===== src/rtl/seg_display_pkg.sv =====
// Shared constants, segment type and hex-to-cathode table for the 4-digit scan display.
package seg_display_pkg;

    localparam int NUM_DIGITS = 4;

    typedef logic [6:0] seg_t;

    localparam seg_t SEG_BLANK = 7'h7F;

    // Active-low {g,f,e,d,c,b,a} patterns, indexed by hex nibble
    localparam seg_t HEX_SEG [16] = '{
        7'h40, 7'h79, 7'h24, 7'h30, 7'h19, 7'h12, 7'h02, 7'h78,
        7'h00, 7'h10, 7'h08, 7'h03, 7'h46, 7'h21, 7'h06, 7'h0E
    };

endpackage


===== src/rtl/display_scan_ctrl_if.sv =====
// Bus between a host and the display scan controller: load path in, scan outputs out.
interface display_scan_ctrl_if;
    import seg_display_pkg::*;

    logic [15:0] data_in;
    logic [3:0]  dp_in;
    logic        load;
    logic [1:0]  digit_sel;
    seg_t        seg;
    logic        dp;
    logic        tick;

    modport master (
        output data_in, dp_in, load,
        input  digit_sel, seg, dp, tick
    );

    modport slave (
        input  data_in, dp_in, load,
        output digit_sel, seg, dp, tick
    );

endinterface


===== src/rtl/hex_to_seg7.sv =====
// Combinational hex nibble to active-low 7-segment cathode decoder.
module hex_to_seg7
    import seg_display_pkg::*;
(
    input  logic [3:0] nibble,
    output seg_t       seg
);

    assign seg = HEX_SEG[nibble];

endmodule


===== src/rtl/display_scan_ctrl.sv =====
// Time-multiplexed 4-digit 7-segment scan controller with tear-free frame latching.
// Optional build macro SEG_LEADING_ZERO_BLANK_EN blanks leading zero digits 0..2.
module display_scan_ctrl
    import seg_display_pkg::*;
#(
    parameter int CLK_HZ  = 50_000_000,
    parameter int SCAN_HZ = 4_000
) (
    input  logic               clk,
    input  logic               rst_n,
    display_scan_ctrl_if.slave bus
);

    localparam int DIV     = CLK_HZ / SCAN_HZ;
    localparam int PRESC_W = $clog2(DIV);
    localparam logic [PRESC_W-1:0] PRESC_MAX = PRESC_W'(DIV - 1);

    logic [PRESC_W-1:0] presc_q, presc_d;
    logic [1:0]         digit_sel_q, digit_sel_d;
    seg_t               seg_q, seg_d;
    logic               dp_q, dp_d;
    logic               tick_q, tick_d;
    logic [15:0]        pend_data_q, pend_data_d;
    logic [3:0]         pend_dp_q, pend_dp_d;
    logic [15:0]        frame_data_q, frame_data_d;
    logic [3:0]         frame_dp_q, frame_dp_d;

    logic       wrap;
    logic       boundary;
    logic [1:0] next_idx;
    logic [3:0] next_nib;
    logic       next_dp;
    logic       next_blank;
    seg_t       dec_seg;

    assign wrap     = (presc_q == PRESC_MAX);
    assign next_idx = digit_sel_q + 2'd1;
    assign boundary = wrap && (digit_sel_q == 2'(NUM_DIGITS - 1));

    // Frame/pending update and selection of the digit about to be shown.
    // The mux reads frame_data_d so a load on the boundary cycle is visible on digit 0.
    always_comb begin
        pend_data_d  = pend_data_q;
        pend_dp_d    = pend_dp_q;
        frame_data_d = frame_data_q;
        frame_dp_d   = frame_dp_q;
        next_nib     = 4'h0;
        next_dp      = 1'b0;
        next_blank   = 1'b0;

        if (bus.load) begin
            pend_data_d = bus.data_in;
            pend_dp_d   = bus.dp_in;
        end
        if (boundary) begin
            frame_data_d = bus.load ? bus.data_in : pend_data_q;
            frame_dp_d   = bus.load ? bus.dp_in   : pend_dp_q;
        end

        case (next_idx)
            2'd0: begin
                next_nib   = frame_data_d[15:12];
                next_dp    = frame_dp_d[3];
                next_blank = (frame_data_d[15:12] == 4'h0);
            end
            2'd1: begin
                next_nib   = frame_data_d[11:8];
                next_dp    = frame_dp_d[2];
                next_blank = (frame_data_d[15:8] == 8'h00);
            end
            2'd2: begin
                next_nib   = frame_data_d[7:4];
                next_dp    = frame_dp_d[1];
                next_blank = (frame_data_d[15:4] == 12'h000);
            end
            default: begin
                next_nib   = frame_data_d[3:0];
                next_dp    = frame_dp_d[0];
                next_blank = 1'b0;
            end
        endcase
    end

    hex_to_seg7 u_dec (
        .nibble (next_nib),
        .seg    (dec_seg)
    );

    always_comb begin
        presc_d     = wrap ? '0 : presc_q + 1'b1;
        digit_sel_d = digit_sel_q;
        seg_d       = seg_q;
        dp_d        = dp_q;
        tick_d      = wrap;

        if (wrap) begin
            digit_sel_d = next_idx;
            dp_d        = ~next_dp;
`ifdef SEG_LEADING_ZERO_BLANK_EN
            seg_d       = next_blank ? SEG_BLANK : dec_seg;
`else
            seg_d       = dec_seg;
`endif
        end
    end

    always_ff @(posedge clk) begin
        if (!rst_n) begin
            presc_q      <= '0;
            digit_sel_q  <= 2'b11;
            seg_q        <= SEG_BLANK;
            dp_q         <= 1'b1;
            tick_q       <= 1'b0;
            pend_data_q  <= 16'h0000;
            pend_dp_q    <= 4'b0000;
            frame_data_q <= 16'h0000;
            frame_dp_q   <= 4'b0000;
        end else begin
            presc_q      <= presc_d;
            digit_sel_q  <= digit_sel_d;
            seg_q        <= seg_d;
            dp_q         <= dp_d;
            tick_q       <= tick_d;
            pend_data_q  <= pend_data_d;
            pend_dp_q    <= pend_dp_d;
            frame_data_q <= frame_data_d;
            frame_dp_q   <= frame_dp_d;
        end
    end

    assign bus.digit_sel = digit_sel_q;
    assign bus.seg       = seg_q;
    assign bus.dp        = dp_q;
    assign bus.tick      = tick_q;

endmodule


===== src/flat_wrapper.sv =====
// flat-port wrapper written by rule: the top's interface ports become plain ports
module display_scan_ctrl_flat import seg_display_pkg::*;
#(
    parameter int CLK_HZ  = 50_000_000,
    parameter int SCAN_HZ = 4_000
)
  (clk, rst_n, bus_data_in, bus_dp_in, bus_load, bus_digit_sel, bus_seg, bus_dp, bus_tick);
  display_scan_ctrl_if bus_i ();
  input  logic clk;
  input  logic rst_n;
  input wire logic [$bits(bus_i.data_in)-1:0] bus_data_in;
  input wire logic [$bits(bus_i.dp_in)-1:0] bus_dp_in;
  input wire logic [$bits(bus_i.load)-1:0] bus_load;
  output wire logic [$bits(bus_i.digit_sel)-1:0] bus_digit_sel;
  output wire logic [$bits(bus_i.seg)-1:0] bus_seg;
  output wire logic [$bits(bus_i.dp)-1:0] bus_dp;
  output wire logic [$bits(bus_i.tick)-1:0] bus_tick;
  assign bus_i.data_in = bus_data_in;
  assign bus_i.dp_in = bus_dp_in;
  assign bus_i.load = bus_load;
  assign bus_digit_sel = bus_i.digit_sel;
  assign bus_seg = bus_i.seg;
  assign bus_dp = bus_i.dp;
  assign bus_tick = bus_i.tick;
  display_scan_ctrl #(.CLK_HZ(CLK_HZ), .SCAN_HZ(SCAN_HZ)) u_core (.clk(clk), .rst_n(rst_n), .bus(bus_i));
endmodule

===== config.mk =====
export PLATFORM = sky130hd
export DESIGN_NAME = display_scan_ctrl_flat
export DESIGN_NICKNAME = d
export VERILOG_FILES = /design/src/rtl/seg_display_pkg.sv /design/src/rtl/display_scan_ctrl_if.sv /design/src/rtl/hex_to_seg7.sv /design/src/rtl/display_scan_ctrl.sv /design/src/flat_wrapper.sv
export SDC_FILE = /design/constraint.sdc
export NUM_CORES = 1
export LEC_CHECK = 0
export BUFFER_PORTS_ARGS = -buffer_cell sky130_fd_sc_hd__buf_2
export CAP_MARGIN = 20
export CORE_MARGIN = 4
export CORE_UTILIZATION = 35
export CTS_BUF_LIST = sky130_fd_sc_hd__clkbuf_16
export DETAILED_ROUTE_END_ITERATION = 8
export GPL_ROUTABILITY_DRIVEN = 0
export GPL_TIMING_DRIVEN = 0
export SETUP_SLACK_MARGIN = 0.05
export SLEW_MARGIN = 15
export SYNTH_ARGS = -nofsm -noshare
export SYNTH_HDL_FRONTEND = slang
export SYNTH_SLANG_ARGS = --single-unit

===== constraint.sdc =====
create_clock -name clk -period 7.05 [get_ports clk]
set_input_delay 0.705 -clock clk [delete_from_list [all_inputs] [get_ports clk]]
set_output_delay 0.705 -clock clk [all_outputs]
set_load 0.02 [all_outputs]

==> impl_metrics.env <==
export IMPL_synth_distinct_cells=52
export IMPL_routed_wl_um=7020
export IMPL_via_per_inst=5.11
export IMPL_synth_main_ff_cell="dfxtp_1"
export IMPL_worstSetupPathType="reg -> reg"
export IMPL_worstPathArrival_ps=4120
export IMPL_drc_errors=0
export IMPL_worst_r2r_cell_count=12
export IMPL_design_die_area_mm2=0.0105
export IMPL_drt_iter0_drc=93
export IMPL_synth_seq_cells=65
export IMPL_hold_violations=0
export IMPL_clockBufferDepth=2
export IMPL_die_h_um=102
export IMPL_num_rows=34
export IMPL_hold_depth=2
export IMPL_endpoint_kind="flip-flop"
export IMPL_yosys_warnings=0
export IMPL_yosysTopAreaCell="dfxtp_1"
export IMPL_totalPowerFinal_uw=836
export IMPL_grt_pass1_wl_um=11400
export IMPL_synth_edff_count=0
export IMPL_postCtsHoldBufs=0
export IMPL_hpwl_um=5020
export IMPL_postCtsSetupRepairBufs=0
export IMPL_peakVddDrop_mv=0.115
export IMPL_grt_pass1_vias=2376
export IMPL_rsz0062_at_grt="no"
export IMPL_path_common_cell="ha_1"
export IMPL_postSynth_asyncResetShare_pct=0
export IMPL_setup_violations_final=0
export IMPL_clkSlewWorstSetupHoldPaths_ps=50
export IMPL_post_synth_top_area_fraction_pct=41.7
export IMPL_antenna_found_initial=0
export IMPL_status="finished, final reports clean"
export IMPL_min_period_ps=3910
export IMPL_final_cell_mix="dfxtp_1, buf_2, nand2_1, and2_1, mux2i_1"
export IMPL_slowest_delay_ps=580
export IMPL_grt_util_all_layers_pct=14.2
export IMPL_cp_slowest_cell="nor4_4"
export IMPL_syn_area_per_cell_um2=9.55
export IMPL_ys_seq_area_share_pct=41.7
export IMPL_relSlewSlack_pct=41.9
export IMPL_power_leakage_nw=1.50
export IMPL_root_buffer="clkbuf_16"
export IMPL_crit_path_start_kind="flip-flop"
export IMPL_ios=34
export IMPL_min_to="u_core.frame_data_q[5]"
export IMPL_syn_inst=327
export IMPL_final_setup_tns_ps=0
export IMPL_portBuffers=33
export IMPL_timing_rr_start="u_core.bus.digit_sel[0]"
export IMPL_syn_area_mm2=0.00312
export IMPL_fin_nets=407
export IMPL_clk_latency_ps=330
export IMPL_core_area_mm2=0.00872
export IMPL_first_pass_iters=4
export IMPL_grt_max_degree=11
export IMPL_area_growth_pct=18.7
export IMPL_diodes=0
export IMPL_finalCritPeriodShare_pct=55.4
export IMPL_gr_total_overflow=0
export IMPL_crit_fanout=10
export IMPL_fmax_mhz=256
export IMPL_cp_required_ps=7260
export IMPL_r2r_slack_ps=3140
export IMPL_drv_cap=0
export IMPL_hold_start="u_core.frame_data_q[5]"
export IMPL_wl_per_cell_um=14.5
export IMPL_netlist_top_cells_area="dfxtp_1, mux2i_1, mux2_2, ha_1, and2_1"
export IMPL_crit_chain="ha_1, or4bb_1, nor4_4, buf_2, mux2i_1, a22oi_1, a22oi_2, inv_1, ha_1, nand3_1, a21oi_1, o32a_1"
export IMPL_die_width_um=102
export IMPL_synth_net_count=362
export IMPL_clkSinkCount=65
export IMPL_r2r_end="u_core.bus.seg[6]"
export IMPL_layout_commonest_cell="dfxtp_1"
export IMPL_cts_resized=0
export IMPL_htreeDepth=3
export IMPL_vias=2471
export IMPL_initial_utilization_pct=35.8
export IMPL_drive_gt1_share_pct=19.4
export IMPL_slew_violations=0
export IMPL_p_per_area_mw_per_mm2=226
export IMPL_tightestPinTransition_ps=860
export IMPL_antenna_left=0
export IMPL_cts_tree="yes"
export IMPL_hp_class="reg -> reg"
export IMPL_cts_buffers=9
export IMPL_finalClockSkew_ps=5.53
[per-layer routing]
| layer | share of wire (%) | GRT usage [%] | vias up |
|---|---|---|---|
| li1 | - | - | 1229 |
| met1 | 46 | 18.0 | 1172 |
| met2 | 47 | 21.9 | 54 |
| met3 | 3.9 | 3.75 | 16 |
| met4 | 2.4 | 7.87 | 0 |
| met5 | 0 | 0 | - |
[critical path, delay by kind of cell, from the launching register on]
kind / cells / cell delay [ps]
and+or+nand+nor: 3 / 1140
buffers and inverters: 2 / 570
AOI/OAI and AO/OA: 4 / 910
adders and majority gates: 2 / 470
muxes: 1 / 260
DFF: 1 / 430
[flip-flops by register name, indices dropped and copies added, names as in the netlist, 2 cells and up]
| signal | count |
|---|---|
| u_core.pend_data_q | 16 |
| u_core.bus.seg | 7 |
| u_core.pend_dp_q | 4 |
| u_core.frame_dp_q | 4 |
| u_core.bus.digit_sel | 2 |
| u_core.frame_data_q | 16 |
| u_core.presc_q | 14 |
[worst max path at each step]
stage | startpoint | endpoint | slack, ps | depth (start not counted)
floorplan | u_core.bus.digit_sel[0] | u_core.bus.seg[6] | 3690 | 12
global placement | bus_load | u_core.bus.seg[6] | 2940 | 12
detailed placement | bus_load | u_core.bus.seg[6] | 2920 | 12
CTS | u_core.bus.digit_sel[0] | u_core.bus.seg[6] | 3130 | 12
global route | u_core.bus.digit_sel[0] | u_core.bus.seg[6] | 2840 | 12
finish | u_core.bus.digit_sel[0] | u_core.bus.seg[6] | 3140 | 12
[Yosys cell counts (3+ instances only)]
| master | n |
|---|---|
| dfxtp_1 | 65 |
| nand2_1 | 32 |
| and2_1 | 21 |
| mux2i_1 | 20 |
| nor2_1 | 19 |
| nor2b_1 | 18 |
| mux2_2 | 16 |
| a21oi_1 | 12 |
| ha_1 | 12 |
| inv_1 | 12 |
| nand3_1 | 9 |
| clkbuf_1 | 8 |
| xor2_1 | 8 |
| a21boi_0 | 6 |
| nor3_1 | 6 |
| and3_1 | 5 |
| nand2b_1 | 4 |
| o211ai_1 | 4 |
| a22oi_1 | 3 |
| buf_2 | 3 |
| xnor2_1 | 3 |
[cells by family after synthesis]
kind of cell / after synthesis / synth area share, %
xor gates and xnor gates: 11 / 3.09
and+or+nand+nor: 127 / 22.0
AOI/OAI and AO/OA: 49 / 12.6
adders and majority gates: 12 / 4.81
buffers and inverters: 27 / 3.61
DFF: 65 / 41.7
muxes: 36 / 12.2
[metrics by stage]
stage | cell area (um^2) | setup WS, ps | utilization [%] | cells | hold slack [ps]
after floorplan | 3120 | 3690 | - | 327 | 438
final | 3700 | 3140 | 42.5 | 484 | 470
after global placement | 3420 | 2940 | 39.2 | 468 | 453
after CTS | 3700 | 3130 | 42.5 | 484 | 465
after global routing | 3700 | 2840 | 42.5 | 484 | 480
after detailed placement | 3430 | 2920 | 39.3 | 469 | 460
[where the power goes]
group          internal (mW)  switching (mW)  total [mW]  leakage, nW
Sequential             0.376         0.00297       0.379        0.529
Clock                  0.266           0.152       0.418        0.139
Combinational         0.0192          0.0196      0.0388        0.828
[final cells by class]
| cell class | count | area, um^2 |
|---|---|---|
| plain buffers | 15 | 67.6 |
| clock buffers | 9 | 225 |
| clock inverters | 6 | 52.6 |
| fillers | 852 | 5020 |
| inverters | 12 | 45.0 |
| multi-input cells | 235 | 1710 |
| flip-flops and latches | 65 | 1300 |
| well taps | 108 | 135 |
| repair buffers | 34 | 170 |
Note: power is estimated with default switching activity, not from simulation.
